File: src/rtl/porttest_arbiter.sv
// porttest_arbiter: merges two toggle-handshake porttest clients onto one controller port.
// Define PORTTEST_ARB_FIXEDPRI_EN for strict client-0 priority instead of round-robin.
module porttest_arbiter #(
   parameter int addrwidth = 16,
   parameter int datawidth = 16
) (
   input  logic                 clk,
   input  logic                 reset_n,
   input  logic [addrwidth:1]   c0_a,
   input  logic [datawidth-1:0] c0_q,
   input  logic                 c0_we,
   input  logic                 c0_rd_req,
   input  logic                 c0_wr_req,
   output logic                 c0_rd_ack,
   output logic                 c0_wr_ack,
   output logic [datawidth-1:0] c0_d,
   input  logic [addrwidth:1]   c1_a,
   input  logic [datawidth-1:0] c1_q,
   input  logic                 c1_we,
   input  logic                 c1_rd_req,
   input  logic                 c1_wr_req,
   output logic                 c1_rd_ack,
   output logic                 c1_wr_ack,
   output logic [datawidth-1:0] c1_d,
   output logic [addrwidth:1]   m_a,
   output logic [datawidth-1:0] m_q,
   output logic                 m_we,
   output logic                 m_rd_req,
   output logic                 m_wr_req,
   input  logic                 m_rd_ack,
   input  logic                 m_wr_ack,
   input  logic [datawidth-1:0] m_d
);

   typedef enum logic [1:0] {
      SYNC,
      IDLE,
      WAIT
   } state_t;

   state_t     state;
   state_t     state_nxt;
   logic       rr;
   logic       owner;
   logic       kind_wr;
   logic       pref;
   logic [1:0] rd_pend;
   logic [1:0] wr_pend;
   logic [1:0] any_pend;
   logic       grant;
   logic       sel;
   logic       sel_wr;
   logic       done;
   logic       unused_we;

   assign unused_we = c0_we ^ c1_we;

   assign rd_pend  = {c1_rd_req ^ c1_rd_ack, c0_rd_req ^ c0_rd_ack};
   assign wr_pend  = {c1_wr_req ^ c1_wr_ack, c0_wr_req ^ c0_wr_ack};
   assign any_pend = rd_pend | wr_pend;

`ifdef PORTTEST_ARB_FIXEDPRI_EN
   assign pref = 1'b0;
`else
   assign pref = rr;
`endif

   always_ff @(posedge clk or negedge reset_n) begin
      if (!reset_n) begin
         state <= SYNC;
      end else begin
         state <= state_nxt;
      end
   end

   always_comb begin
      state_nxt = state;
      grant     = 1'b0;
      sel       = pref;
      sel_wr    = 1'b0;
      done      = 1'b0;
      unique case (state)
         SYNC: begin
            // controller may still owe an ack from before our reset
            if (m_rd_ack == m_rd_req && m_wr_ack == m_wr_req)
               state_nxt = IDLE;
         end
         IDLE: begin
            if (|any_pend) begin
               grant     = 1'b1;
               sel       = any_pend[pref] ? pref : ~pref;
               sel_wr    = wr_pend[sel];
               state_nxt = WAIT;
            end
         end
         WAIT: begin
            done = kind_wr ? (m_wr_ack == m_wr_req)
                           : (m_rd_ack == m_rd_req);
            if (done)
               state_nxt = IDLE;
         end
         default: state_nxt = SYNC;
      endcase
   end

   always_ff @(posedge clk or negedge reset_n) begin
      if (!reset_n) begin
         rr        <= 1'b0;
         owner     <= 1'b0;
         kind_wr   <= 1'b0;
         m_a       <= '0;
         m_q       <= '0;
         m_we      <= 1'b0;
         m_rd_req  <= 1'b0;
         m_wr_req  <= 1'b0;
         c0_rd_ack <= 1'b0;
         c0_wr_ack <= 1'b0;
         c1_rd_ack <= 1'b0;
         c1_wr_ack <= 1'b0;
         c0_d      <= '0;
         c1_d      <= '0;
      end else begin
         if (grant) begin
            m_a     <= sel ? c1_a : c0_a;
            m_q     <= sel ? c1_q : c0_q;
            m_we    <= sel_wr;
            owner   <= sel;
            kind_wr <= sel_wr;
            if (sel_wr)
               m_wr_req <= ~m_wr_req;
            else
               m_rd_req <= ~m_rd_req;
         end
         if (done) begin
            rr <= ~owner;
            unique case ({owner, kind_wr})
               2'b00: begin
                  c0_rd_ack <= ~c0_rd_ack;
                  c0_d      <= m_d;
               end
               2'b01: c0_wr_ack <= ~c0_wr_ack;
               2'b10: begin
                  c1_rd_ack <= ~c1_rd_ack;
                  c1_d      <= m_d;
               end
               2'b11: c1_wr_ack <= ~c1_wr_ack;
            endcase
         end
      end
   end

endmodule

File: config.mk
export PLATFORM = sky130hd
export DESIGN_NAME = porttest_arbiter
export DESIGN_NICKNAME = d
export VERILOG_FILES = /design/src/rtl/porttest_arbiter.sv
export SDC_FILE = /design/constraint.sdc
export NUM_CORES = 1
export LEC_CHECK = 0
export BUFFER_PORTS_ARGS = -buffer_cell sky130_fd_sc_hd__buf_2
export CORE_ASPECT_RATIO = 0.5
export CORE_MARGIN = 5
export CORE_UTILIZATION = 50
export DETAILED_ROUTE_END_ITERATION = 10
export GPL_ROUTABILITY_DRIVEN = 0
export PLACE_DENSITY = 0.87
export SETUP_SLACK_MARGIN = 0.15
export SYNTH_ARGS = -nofsm -noshare
export SYNTH_HDL_FRONTEND = slang
export SYNTH_SLANG_ARGS = --single-unit
export TNS_END_PERCENT = 10
File: constraint.sdc
create_clock -name clk -period 3.9 [get_ports clk]
set_input_delay 0.585 -clock clk [delete_from_list [all_inputs] [get_ports clk]]
set_output_delay 0.585 -clock clk [all_outputs]
set_load 0.1 [all_outputs]
**Word-level counts from Yosys, hierarchy flattened**

Index checks and enable logic that the tools add are counted.

- Muxes and demuxes: 19
- $lt $le $gt $ge: 2
- Bitwise logic cells: 14
- Reductions and logical operators: 11
- Equal/unequal tests: 10

Operators by type and width:

| operator | number |
|---|---|
| two-way mux 16 bit | 2 |
| two-way mux 1 bit | 13 |
| AND reduction 2 bit | 6 |
| NOT 1 bit | 9 |
| equality test 2 bit (second input constant) | 3 |
| two-way mux 2 bit | 3 |
| != test 2 bit (second input constant) | 3 |
| one-hot mux 2 bit (3 select lines) | 1 |
| equality test 2 x 1 -> 1 bit (second input constant) | 2 |
| zero test 2 bit | 2 |
| less-than comparator 1 x 2 -> 1 bit (second input constant) | 2 |
| XOR 1 bit | 4 |
| AND reduction 3 bit | 1 |
| equality test 1 bit | 2 |
| OR 2 bit | 1 |
| OR reduction 2 bit | 1 |
| logical AND 1 bit | 1 |

- Output and inout port bits: 71
- Input port bits: 90
- Register bits after elaboration: 75

**Logic depth before layout (Yosys ltp)**

Gate-level depths: netlist (run 1).

- Depth in word-level cells: 11
- Mapped depth: 6
- Mapped depth without buffers: 4

**Worst setup path before layout (run 1)**

OpenSTA, ideal clock, no wires.

- Path type: register to register
- From: register m_rd_req
- To: register c0_d[11]
- Required time: 3.775 ns
- Cell stages (with the launch flop): 5
- Library setup time: 0.125 ns
- Data arrival time: 2.290 ns
- Period minus slack after synthesis: 2.415 ns
- Slack: 1.485 ns
- Cells stage by stage: dfrtp_1 xor2_1 nor4_4 buf_6 mux2_2

- Cells in the longest elaborated chain, start to end: 4

RTL lines:

| element | RTL line | RTL |
|---|---|---|
| start, declared | 28 | `output logic m_rd_req,` |
| start signal, assigned | 132 | `m_rd_req <= ~m_rd_req;` |
| equality test 1 bit | 98 | `: (m_rd_ack == m_rd_req);` |
| two-way mux 1 bit | 97 | `done = kind_wr ? (m_wr_ack == m_wr_req)` |
| two-way mux 1 bit | 82 | `unique case (state)` |
| AND reduction 2 bit (no line) | - |  |
| end signal, assigned | 139 | `c0_d <= m_d;` |
| end, declared | 16 | `output logic [datawidth-1:0] c0_d,` |

Every way passes these cells.
A chain may end at the register's enable or synchronous reset.

**Worst setup path after layout (run 1)**

- From: register rr, in the netlist pref
- To: register m_q[5]

- Cells in the longest elaborated chain, start to end: 6
- Elaborated cells on any way between the ends: 7
- Those cells by class: mux (6); bitwise (1)

RTL lines:

| element | RTL line | RTL |
|---|---|---|
| start, declared | 43 | `logic rr;` |
| start signal, assigned | 135 | `rr <= ~owner;` |
| two-way mux 1 bit (not written as such) (2 in a row) | 91 | `sel = any_pend[pref] ? pref : ~pref;` |
| two-way mux 1 bit | 91 |  |
| two-way mux 1 bit | 89 | `if (\|any_pend) begin` |
| two-way mux 1 bit * | 82 |  |
| two-way mux 16 bit * | 125 | `m_q <= sel ? c1_q : c0_q;` |
| end signal, assigned | 125 |  |
| end, declared | 26 | `output logic [datawidth-1:0] m_q,` |

Every way passes the cells marked *; elsewhere a longest branch is shown, timed or not. The select of a mux whose other input is x is not followed.

==> flow_metrics.py, run 1 <==
metrics = {
    "grt": {
        "grt_pass1_vias": 3129,
        "gr-total-overflow": 0,
        "grt_pass1_wl_um": 15900,
        "grt_max_degree": 76,
        "grt.total_usage_pct": 22.5,
        "antenna_found_initial": 0,
    },
    "worst_setup_path": {
        "crit_path_start": "pref",
        "cp_max_fo": 36,
        "slowest_delay_ns": 1.21,
        "regToRegStartpoint": "pref",
        "worstSetupPathType": "flip-flop to flip-flop",
        "end_kind": "flip-flop",
        "critPathSlowestCell": "dfrtp_1",
        "critPathRequiredTime_ns": 4.11,
        "critPathLaunchType": "flip-flop",
        "crit_path_cell_trace": "o2111ai_4 -> o221a_2",
        "critPathArrivalTime_ns": 2.66,
    },
    "sta": {
        "setup_tns_ns": 0,
        "drv_slew": 0,
        "setup_viol": 0,
        "worst_clock_skew_ns": 0.00427,
        "worst_slew_pin_slew_ns": 1.31,
        "max_freq_mhz": 409,
        "rsz0062_at_grt": "no",
        "timing.final.hold_violations": 0,
        "slew_headroom_pct": 12.4,
        "layout_min_cycle_time_ns": 2.45,
        "min_period_over_period_pct": 62.7,
    },
    "cells_and_area": {
        "nNetsFinal": 480,
        "drive_above_1_share_pct": 61.0,
        "regArea_um2": 1880,
        "design_area_um2": 4630,
        "final_cells": 487,
        "antenna_cells": 0,
        "multiInputGateArea_um2": 1450,
        "fillCellCount": 506,
        "syn_to_final_growth_pct": 32.5,
    },
    "route": {
        "drt-total-wl_um": 9540,
        "ant_nets": 0,
        "viasPerCell": 5.71,
        "vias": 2781,
        "drc": 0,
        "dr.first_iter.drc_count": 208,
        "firstDrtPassIters": 4,
        "wire_per_inst_um": 19.6,
    },
    "clocking": {
        "ctsResizeCount": 0,
        "postCtsSetupRepairBufs": 0,
        "clkSinkCount": 75,
        "cts.clk_slew.worst_paths_ns": 0.06,
        "cts_made_buffers": 9,
        "cts.htree.levels": 3,
        "cts_hold_buf": 0,
        "clk_path_buf_depth": 2,
        "clock_latency_ns": 0.33,
        "cts-root-buf": "clkbuf_16",
        "cts_tree": "built",
    },
    "placement": {
        "dp.cells": 471,
        "io_buffers": 158,
        "dpl_cell_area_um2": 4270,
        "hpwl_um": 6530,
    },
    "floorplan": {
        "coreArea_um2": 6730,
        "initial_core_util_pct": 52.0,
        "rows": 21,
        "ios": 161,
        "fp.dieH_um": 69.1,
        "design.die.area_um2": 8860,
        "die_w_um": 128,
    },
    "run": {
        "max_cap_viol_count": 0,
    },
    "synth": {
        "ys_seq_area_share_pct": 53.7,
        "synth_area_um2": 3490,
        "yosysWarnings": 0,
        "syn-num-nets": 331,
        "ys_ff_latch": 75,
        "synth_area_per_cell_um2": 14.5,
        "synth_cells": 241,
        "yosysUniqueCellTypes": 34,
    },
    "worst_hold_path": {
        "hp-class": "primary input to async pin",
    },
    "outcome": {
        "status": "finished, final reports clean",
    },
}
==> cells in the final DEF, fill, tap and decap left out, drive strengths merged, types with 3 or more instances in the layout <==
cell	Yosys	routed
inv	4	4
buf	14	161
xnor2	4	4
dfrtp	75	75
mux2	32	32
xor2	9	9
clkbuf	9	12
nor2	4	4
o221a	32	32
a211oi	3	3
a2111o	32	32
bufinv	0	3
nor3	4	4
nand2	3	3
==> path summary, 6_finish.rpt <==
path                                 end  slack, ns  cells past startpoint
worst max-delay path              m_q[5]       1.45                      2
worst min-delay path            c1_d[15]       0.41                      1
worst max register to register    m_q[5]       1.45                      2
worst min register to register  c0_d[14]       0.50                      1
max in group asynchronous         m_a[6]       2.89                      1
min in group clk                c0_d[10]       0.49                      2
==> layout make-up <==
class	count	share of cell area [%]
Timing Repair Buffer	161	17.6
Clock inverter	4	2.05
Tap cell	92	2.49
Inverter	4	0.324
Sequential cell	75	40.5
Clock buffer	12	5.75
Multi-Input combinational cell	139	31.3
==> through the flow <==
step / util, % / hold WS [ns] / worst slack [ns]
final: 68.9 / 0.410 / 1.45
after global placement: 63.5 / 0.465 / 1.43
after detailed placement: 63.5 / 0.483 / 1.32
after global routing: 68.9 / 0.475 / 1.35
after floorplan: - / 0.289 / 1.48
after CTS: 68.9 / 0.430 / 1.53
==> logic make-up after synthesis <==
group	Yosys count	synth area share (%)
DFF	75	53.7
buffers and inverters	27	4.87
muxes	34	10.9
AOI/OAI and AO/OA	74	23.4
xor gates and xnor gates	13	3.69
and+or+nand+nor	18	3.47
==> sequential cells by signal, summed over array words and instances (netlist names) <==
register	flops
c0_d	16
m_wr_req	1
owner	1
state	2
c0_rd_ack	1
c1_wr_ack	1
m_rd_req	1
c0_wr_ack	1
pref	1
m_a	16
c1_rd_ack	1
c1_d	16
kind_wr	1
m_q	16
==> critical path, delay by kind of cell (launching register included) <==
| kind | cells | cell delay, ns |
|---|---|---|
| AO/OA/AOI/OAI | 2 | 1.08 |
| flip-flops | 1 | 1.21 |
==> cell usage after synthesis, drive strengths merged <==
master | number | area (um2)
o221a | 32 | 360
xnor2 | 4 | 50.1
or3b | 1 | 8.76
a21oi | 1 | 5.00
nor3 | 4 | 31.3
xor2 | 9 | 78.8
nor4 | 1 | 21.3
or2 | 1 | 6.26
mux2i | 2 | 20.0
o2111ai | 1 | 26.3
a41oi | 1 | 16.3
a211oi | 3 | 22.5
mux2 | 32 | 360
o21bai | 1 | 7.51
nor2 | 4 | 15.0
nor2b | 1 | 6.26
nand2b | 2 | 12.5
clkbuf | 9 | 33.8
buf | 14 | 121
a2111o | 32 | 360
dfrtp | 75 | 1880
nand2 | 3 | 13.8
o21ai | 2 | 10.0
o22a | 1 | 8.76
inv | 4 | 15.0
and2 | 1 | 6.26
==> per-layer routing <==
layer	up-vias	wire length, um	global-route usage, %
met5	-	0	0
met4	0	195	9.41
met3	18	500	5.86
met2	96	5330	39.1
met1	1404	3510	26.2
li1	1263	-	-
Power of run 1 is left out: the tool's default activity adds up to more than one toggle a clock period on the data nets, which glitch-free logic cannot reach.
==> run 2, diff against run 1 <==
--- a/config.mk
+++ b/config.mk
@@ -8,10 +8,10 @@
 export BUFFER_PORTS_ARGS = -buffer_cell sky130_fd_sc_hd__buf_2
 export CORE_ASPECT_RATIO = 0.5
 export CORE_MARGIN = 5
-export CORE_UTILIZATION = 50
+export CORE_UTILIZATION = 42
 export DETAILED_ROUTE_END_ITERATION = 10
 export GPL_ROUTABILITY_DRIVEN = 0
-export PLACE_DENSITY = 0.87
+export PLACE_DENSITY = 0.78
 export SETUP_SLACK_MARGIN = 0.15
 export SYNTH_ARGS = -nofsm -noshare
 export SYNTH_HDL_FRONTEND = slang
==> constraint.sdc (replaced) <==
create_clock -name clk -period 1.95 [get_ports clk]
set_input_delay 0.2925 -clock clk [delete_from_list [all_inputs] [get_ports clk]]
set_output_delay 0.2925 -clock clk [all_outputs]
set_load 0.1 [all_outputs]
==> run 2 against run 1 <==
First-iteration DRC count fell by 22%. Global-route usage is 5.0 points lower. Cell area up 4.9%. Utilization down 8.5 points. Register-to-register slack worse by 1.3 ns. Fmax is 38% higher. Non-clock buffer count increased by 18. Wire length down 2.5%. Clock-buffer cell count rose by 3. Hold slack worse by 0.21 ns. Sequential share of layout area is 1.5 points lower. Critical path type unchanged.
==> flow_metrics.py, run 2 (synthesized netlist as in run 1, its figures left out) <==
metrics = {
    "worst_setup_path": {
        "worstSetupPathType": "flip-flop to flip-flop",
        "critPathLaunchType": "flip-flop",
        "regToRegStartpoint": "c1_rd_ack",
        "crit_path_start": "c1_rd_ack",
        "cp_max_fo": 14,
        "end_kind": "flip-flop",
        "critPathArrivalTime_ns": 1.98,
        "r2r_slack_ns": 0.17,
        "critPathRequiredTime_ns": 2.16,
    },
    "clocking": {
        "cts-root-buf": "clkbuf_16",
        "clkSinkCount": 75,
        "clock_latency_ns": 0.32,
        "cts_made_buffers": 9,
        "clk_path_buf_depth": 2,
        "cts_tree": "built",
        "cts.clk_slew.worst_paths_ns": 0.05,
        "cts.htree.levels": 3,
        "postCtsSetupRepairBufs": 0,
    },
    "placement": {
        "hpwl_um": 6780,
        "io_buffers": 158,
    },
    "worst_hold_path": {
        "hp-class": "primary input to flip-flop",
        "worstHoldStart": "m_d[10]",
    },
    "route": {
        "drt-total-wl_um": 9300,
        "firstDrtPassIters": 6,
        "dr.first_iter.drc_count": 162,
        "vias": 2785,
        "drc": 0,
        "ant_nets": 0,
        "wire_per_inst_um": 17.7,
        "viasPerCell": 5.30,
    },
    "floorplan": {
        "design.die.area_um2": 10400,
        "initial_core_util_pct": 43.4,
        "ios": 161,
        "coreArea_um2": 8060,
        "die_w_um": 139,
        "fp.dieH_um": 74.5,
        "rows": 23,
    },
    "grt": {
        "gr-total-overflow": 0,
        "grt_pass1_wl_um": 14400,
        "antenna_found_initial": 0,
        "grt.total_usage_pct": 17.5,
        "busiest_layer": "met2",
        "grtUsageMet2_pct": 31.5,
        "use_met1_pct": 20.0,
        "grtUsageMet3_pct": 5.59,
        "grt_max_degree": 40,
        "grt_pass1_vias": 2987,
    },
    "cells_and_area": {
        "drive_above_1_share_pct": 64.4,
        "antenna_cells": 0,
        "syn_to_final_growth_pct": 39.1,
        "fillCellCount": 640,
        "regArea_um2": 1900,
        "final_common_cell": "buf_2",
        "final_cell_mix": "157 x buf_2, 68 x dfrtp_1, 32 x a2111o_1",
        "multiInputGateArea_um2": 1480,
        "nNetsFinal": 498,
    },
    "sta": {
        "worst_slew_pin_slew_ns": 0.511,
        "setup_tns_ns": 0,
        "drv_slew": 0,
        "slew_headroom_pct": 65.9,
        "timing.final.hold_violations": 0,
        "layout_min_cycle_time_ns": 1.78,
        "rsz0062_at_grt": "yes",
        "worst_clock_skew_ns": 0.00334,
        "setup_viol": 0,
        "max_freq_mhz": 563,
        "min_period_over_period_pct": 91.1,
    },
    "outcome": {
        "status": "finished, final reports clean",
    },
    "run": {
        "max_cap_viol_count": 0,
    },
}
==> run 2: cell types whose count changed in the layout (fill, tap and decap cells not counted), moves of 2 or more <==
| cell | previous run | this run |
|---|---|---|
| buf_12 | 0 | 5 |
| buf_4 | 4 | 16 |
| bufinv_16 | 3 | 1 |
| clkbuf_1 | 0 | 3 |
| dfrtp_1 | 75 | 68 |
| dfrtp_2 | 0 | 2 |
| dfrtp_4 | 0 | 5 |
| xnor2_1 | 2 | 0 |
| xnor2_2 | 2 | 4 |
==> run 2: worst paths after layout <==
path / end / depth (start not counted)
setup / recovery: m_a[1] / 5
hold / removal: c0_d[10] / 2
setup reg to reg: m_a[1] / 5
hold reg to reg: c0_d[10] / 1
max in group asynchronous: m_a[15] / 3
min in group asynchronous: c0_d[5] / 2
==> run 2: worst max-delay path, cell delays in order, from the launching register on <==
cell and delay [ns]:
dfrtp_4 0.50, xnor2_2 0.27, nand2_2 0.13, buf_4 0.21
a2111o_1 0.43, o221a_2 0.13
==> run 2: repair_timing <==
action,4_1_cts,5_1_grt
endpoints found under the setup margin,1,12
endpoints found under the hold margin,36,0
hold buffers,1,0
resized for setup,1,1
==> run 2: routing by layer <==
| metal | vias up | share of wire (%) |
|---|---|---|
| li1 | 1298 | - |
| met1 | 1391 | 40 |
| met2 | 73 | 53 |
| met3 | 23 | 4.1 |
| met4 | 0 | 2.4 |
| met5 | - | 0 |
==> run 2: layout make-up <==
class,count,share of cell area [%]
multi-input cells,139,30.5
flip-flops and latches,75,39.0
well taps,112,2.88
repair buffers,179,20.9
clock inverters,1,0.618
clock buffers,15,5.71
inverters,4,0.309
==> run 2: per-stage QoR <==
stage                     hold slack (ns)  instance area, um2  cells  util [%]  setup WS [ns]
final                               0.198                4860    525      60.3          0.173
after global routing                0.187                4860    525      60.3          0.134
after CTS                           0.182                4860    525      60.3          0.180
after detailed placement            0.291                4540    508      56.4          0.122
after global placement              0.287                4540    508      56.4          0.168
after floorplan                  -0.00309                3550    241         -         0.0811
Power of run 2 is left out for the same reason.
